<file path="config.mk">
export PLATFORM = sky130hd
export DESIGN_NAME = stack_unit_flat
export DESIGN_NICKNAME = d
export VERILOG_FILES = /design/src/rtl/stack_if.sv /design/src/rtl/stack_unit.sv /design/src/flat_wrapper.sv
export SDC_FILE = /design/constraint.sdc
export NUM_CORES = 2
export LEC_CHECK = 0
export ABC_AREA = 1
export BUFFER_PORTS_ARGS = -buffer_cell sky130_fd_sc_hd__buf_2
export CAP_MARGIN = 25
export CORE_MARGIN = 3
export CORE_UTILIZATION = 55
export DETAILED_ROUTE_END_ITERATION = 10
export GPL_ROUTABILITY_DRIVEN = 0
export HOLD_SLACK_MARGIN = 0.1
export PLACE_DENSITY = 0.72
export SKIP_LAST_GASP = 1
export SLEW_MARGIN = 20
export SYNTH_ARGS = -nofsm -noshare
export SYNTH_HDL_FRONTEND = slang
export SYNTH_SLANG_ARGS = --single-unit
export TNS_END_PERCENT = 20
</file>
<file path="constraint.sdc">
create_clock -name clk -period 5.9 [get_ports clk]
set_input_delay 0 -clock clk [delete_from_list [all_inputs] [get_ports clk]]
set_output_delay 0 -clock clk [all_outputs]
set_load 0.01 [all_outputs]
</file>
<file path="src/rtl/stack_if.sv">
// stack_if: push/pop strobes, data and status bundle between control unit and stack_unit
interface stack_if #(
  parameter int DATA_W = 32,
  parameter int ADDR_W = 7
);
  logic              push;
  logic              pop;
  logic              hold;
  logic [DATA_W-1:0] d;
  logic [DATA_W-1:0] q;
  logic [ADDR_W:0]   sp;
  logic              empty;
  logic              full;
  logic              overflow;
  logic              underflow;
  modport master (output push, pop, hold, d, input q, sp, empty, full, overflow, underflow);
  modport slave  (input push, pop, hold, d, output q, sp, empty, full, overflow, underflow);
endinterface

</file>
<file path="src/rtl/stack_unit.sv">
// stack_unit: hardware LIFO stack with registered pop data; STACK_GUARD_EN enables full/empty protection and sticky error flags
module stack_unit #(
  parameter int DATA_W = 32,
  parameter int DEPTH  = 128,
  parameter int ADDR_W = 7
) (
  input logic    clk,
  input logic    reset,
  stack_if.slave s
);
  logic [DATA_W-1:0] r_mem [DEPTH];
  logic [ADDR_W:0]   r_sp;
  logic [DATA_W-1:0] r_q;
  logic              r_ovf;
  logic              r_udf;
  logic              w_push_e;
  logic              w_pop_e;
  logic              w_empty;
  logic              w_full;
  logic [ADDR_W-1:0] w_low;
  logic [ADDR_W-1:0] w_top;
  logic [DATA_W-1:0] w_rd;
  logic              w_wr;
  logic [ADDR_W-1:0] w_waddr;
  logic [ADDR_W:0]   w_sp_nxt;
  logic              w_q_ld;
  logic [DATA_W-1:0] w_q_nxt;
  logic              w_ovf_set;
  logic              w_udf_set;

  assign w_push_e = s.push & ~s.hold;
  assign w_pop_e  = s.pop & ~s.hold;
  assign w_low    = r_sp[ADDR_W-1:0];
  assign w_top    = w_low - ADDR_W'(1);
  assign w_rd     = r_mem[w_top];
  assign w_empty  = r_sp == '0;
`ifdef STACK_GUARD_EN
  assign w_full   = r_sp == (ADDR_W+1)'(DEPTH);
`else
  assign w_full   = 1'b0;
`endif

  // next-state decode for pointer, read data, memory write and error flags
  always_comb begin
    w_wr      = 1'b0;
    w_waddr   = w_low;
    w_sp_nxt  = r_sp;
    w_q_ld    = 1'b0;
    w_q_nxt   = w_rd;
    w_ovf_set = 1'b0;
    w_udf_set = 1'b0;
    if (w_push_e && w_pop_e) begin
      w_q_ld  = 1'b1;
      w_q_nxt = w_empty ? s.d : w_rd;
      w_wr    = ~w_empty;
      w_waddr = w_top;
    end else if (w_push_e) begin
`ifdef STACK_GUARD_EN
      w_wr      = ~w_full;
      w_sp_nxt  = w_full ? r_sp : r_sp + (ADDR_W+1)'(1);
      w_ovf_set = w_full;
`else
      w_wr      = 1'b1;
      w_sp_nxt  = {1'b0, w_low + ADDR_W'(1)};
`endif
    end else if (w_pop_e) begin
      w_q_ld    = 1'b1;
`ifdef STACK_GUARD_EN
      w_q_nxt   = w_empty ? '0 : w_rd;
      w_sp_nxt  = w_empty ? r_sp : r_sp - (ADDR_W+1)'(1);
      w_udf_set = w_empty;
`else
      w_sp_nxt  = {1'b0, w_top};
`endif
    end
  end

  // storage array: not reset, and a write is suppressed while reset is low
  always_ff @(posedge clk) begin
    if (w_wr && reset) r_mem[w_waddr] <= s.d;
  end

  // pointer, popped data and sticky error flags
  always_ff @(posedge clk or negedge reset) begin
    if (!reset) begin
      r_sp  <= '0;
      r_q   <= '0;
      r_ovf <= 1'b0;
      r_udf <= 1'b0;
    end else begin
      r_sp  <= w_sp_nxt;
      r_q   <= w_q_ld ? w_q_nxt : r_q;
      r_ovf <= r_ovf | w_ovf_set;
      r_udf <= r_udf | w_udf_set;
    end
  end

  assign s.q         = r_q;
  assign s.sp        = r_sp;
  assign s.empty     = w_empty;
  assign s.full      = w_full;
  assign s.overflow  = r_ovf;
  assign s.underflow = r_udf;
endmodule

</file>
<file path="src/flat_wrapper.sv">
// flat-port wrapper written by rule: the top's interface ports become plain ports
module stack_unit_flat 
#(
  parameter int DATA_W = 32,
  parameter int DEPTH  = 128,
  parameter int ADDR_W = 7
)
  (clk, reset, s_push, s_pop, s_hold, s_d, s_q, s_sp, s_empty, s_full, s_overflow, s_underflow);
  stack_if #(.DATA_W(DATA_W), .ADDR_W(ADDR_W)) s_i ();
  input logic clk;
  input logic reset;
  input wire logic [$bits(s_i.push)-1:0] s_push;
  input wire logic [$bits(s_i.pop)-1:0] s_pop;
  input wire logic [$bits(s_i.hold)-1:0] s_hold;
  input wire logic [$bits(s_i.d)-1:0] s_d;
  output wire logic [$bits(s_i.q)-1:0] s_q;
  output wire logic [$bits(s_i.sp)-1:0] s_sp;
  output wire logic [$bits(s_i.empty)-1:0] s_empty;
  output wire logic [$bits(s_i.full)-1:0] s_full;
  output wire logic [$bits(s_i.overflow)-1:0] s_overflow;
  output wire logic [$bits(s_i.underflow)-1:0] s_underflow;
  assign s_i.push = s_push;
  assign s_i.pop = s_pop;
  assign s_i.hold = s_hold;
  assign s_i.d = s_d;
  assign s_q = s_i.q;
  assign s_sp = s_i.sp;
  assign s_empty = s_i.empty;
  assign s_full = s_i.full;
  assign s_overflow = s_i.overflow;
  assign s_underflow = s_i.underflow;
  stack_unit #(.DATA_W(DATA_W), .DEPTH(DEPTH), .ADDR_W(ADDR_W)) u_core (.clk(clk), .reset(reset), .s(s_i));
endmodule
</file>
==> reports/qor.txt <==
Num ports = 81
Reg2reg start = u_core.s.sp[0]$_DFFE_PN0P_
Crit path arrival time = 5810 ps
Yosys top cell by area = edfxtp_1
Initial antenna violation count = 28
Fmax = 0.193 GHz
Post-synth EDFFs = 4096
Mux contribution to synthesized area = 0%
Fin. Hold Viols = 0
Count of pins over their slew limit = 0
Maxcap violations = 0
Clk slew on worst S/H paths = 60 ps
Status = finished clean
Non-Filler Instances = 18162
First-pass GRT wire length = 707000 um
Post-Route Skew = 76.3 ps
Largest net degree at the start of global routing = 193
Top cell type's share of synthesized area = 74.0%
Post-Synth Adder-Cell Area = 0.0226%
Die area = 309000 um2
Via/cell ratio = 6.20
Initial DRC count = 19169
Die height = 556 um
Most used DFF post-synth = edfxtp_1
# rows = 201
List of most frequent post-synthesis cells = nand2_1 (4647), edfxtp_1 (4096), nand3_1 (3489), clkbuf_1 (407), buf_2 (334)
Final setup viols = 0
Final #Nets = 13906
CTS tree = built
Crit path required time = 6550 ps
Compound-Gate Fraction of Synth Area = 1.13%
Post-synthesis simple-gate area fraction = 21.6%
Cells after DPL = 17349
Num CTS Buffers = 407
CP max stage delay = 970 ps
Leak = 65.7 nW
Crit path kind = reg2reg
Worst Setup SP = u_core.s.sp[0]$_DFFE_PN0P_
Synthesis Warnings = 0
GRT Total Usage = 31.0%
Yosys cell types = 30
Worst path cell trace = inv_16 -> ha_4 -> nand2_1 -> nor2_1 -> nand3_1 -> nor2_2 -> nand2_2 -> buf_4 -> o21ai_2 -> inv_1 -> nor2_2 -> nand2_1 -> nor2_4 -> buf_4
Pwr Total = 103 mW
CP Max Fanout = 72
Final ANT Viol Nets = 0
Sequential area share after synthesis = 74.6%
Actual slew at the worst max-slew pin = 1180 ps
Post-Synth XOR/XNOR Area = 0.0512%
Worst skew pair latency = 980 ps
Mean area per synthesized cell = 11.9 um2
Die width = 556 um
Most frequent cell after synthesis = nand2_1
I/O Buffers = 76
H-tree levels = 5
Synth top area cells = edfxtp_1 (74%), nand3_1 (11%), nand2_1 (10%)
Mapped cell area = 166000 um2
Clk root buf = clkbuf_16
Core area = 300000 um2
Relative slew slack = 21.0%
Max Root-Sink Buffers = 4
Critical Path Start Type = flip-flop
Vias in the first global route = 104865
Clock sinks = 4135
Final HPWL DP = 266000 um
Beginning of the worst hold path = s_d[2]
Setup TNS = 0 ps
DRT Wirelength = 490000 um
Async S/R FF share, synth = 0.943%
Layout area overhead = 12.0%
RSZ-0062 raised after global routing = no
Synthesized instance count = 13916
Largest family of logic cells by synthesized area = simple AND/OR/NAND/NOR gates
Seq cells post-synth = 4135
Grt total ovfl = 0
Residual DRC = 0
Highest-delay cell along the critical path = nor2_4
Fraction of layout cells with a size suffix above 1 = 8.05%
R2R Setup Slk = 730 ps
Post-CTS setup buffers = 0
Initial Utilization = 55.3%
Hold WC Path Type = in2reg
Pre-antenna DRT Iters = 7
Fin crit share = 87.6%
PD cells = 553 nW/um2
Crit path time final = 5170 ps
Worst setup EP type = flip-flop
Wirelength per Cell = 27.0 um
Peak supply drop = 0.00108 V
Via count = 112529
[worst max-delay path, delay by kind of cell, from the launching register on]
family | cells | cell delay, ps
and+or+nand+nor | 8 | 2920
buffers and inverters | 4 | 990
adders and majority gates | 1 | 200
AOI/OAI and AO/OA | 1 | 150
DFF | 1 | 530
[final cells by class]
class	instances	area, um2
well taps	3958	4950
flip-flops and latches	4135	124000
repair buffers	458	4620
multi-input cells	8741	38900
fillers	22069	114000
clock inverters	240	2530
inverters	123	489
diodes	10	25.0
clock buffers	497	10600
[metrics by stage]
step	hold WS (ps)	utilization, %	area (um2)	setup slack, ps
floorplan	-296	-	166000	1480
global placement	335	57.1	172000	789
detailed placement	349	57.3	172000	921
CTS	112	61.8	186000	824
global route	112	61.9	186000	653
finish	135	62.0	186000	731
[layer usage]
| layer | vias to the layer above | global-route usage [%] | share of wire, % |
|---|---|---|---|
| met3 | 1056 | 7.41 | 13 |
| met4 | 6 | 16.5 | 6.0 |
| met5 | - | 0 | 0.0065 |
| met1 | 54507 | 42.9 | 36 |
| li1 | 49178 | - | - |
| met2 | 7782 | 45.9 | 44 |
[worst paths after layout]
kind,cells after the start,end
worst min-delay path,2,u_core.r_mem[39][2]$_DFFE_PP_
worst max register to register,14,u_core.r_mem[93][7]$_DFFE_PP_
worst min register to register,2,u_core.s.sp[4]$_DFFE_PN0P_
worst max-delay path,14,u_core.r_mem[93][7]$_DFFE_PP_
max in group asynchronous,4,u_core.s.sp[0]$_DFFE_PN0P_
min in group asynchronous,4,u_core.s.q[16]$_DFFE_PN0P_
[timing repair]
item	4_1_cts	5_1_grt
endpoints found under the setup margin	0	0
endpoints found under the hold margin	2809	0
hold buffers	50	0
resized for setup	0	0
[power breakdown]
group          switching (mW)  internal [mW]
Sequential              0.461           32.6
Clock                    11.1           14.5
Combinational            33.1           11.1
Total                    44.7           58.2
[placed cells by master (no fill, tap or decap), drive strengths merged]
master and count:
o211ai 6, o22ai 39, dlygate4sd3 48, dfrtp 39
nand3 3490, o21ai 202, xor2 7, buf 410
nor2 227, a21oi 108, clkinv 178, bufinv 39
diode 10, edfxtp 4096, conb 4, nand2 4649
ha 3, inv 132, xnor2 1, a31oi 1
clkbuf 497, o31ai 2, clkinvlp 14, nor3 2
[flip-flops by register name (all words and copies together) (netlist names)]
| signal | count |
|---|---|
| u_core.r_mem | 4096 |
| u_core.s.sp | 7 |
| u_core.s.q | 32 |
[cell families after synthesis]
group           Yosys count
compound gates          358
xor+xnor                  8
fa+ha+maj                 3
buf+inv                1043
flops                  4135
other cells               1
simple gates           8368
Power figures use the tool's default switching activity.
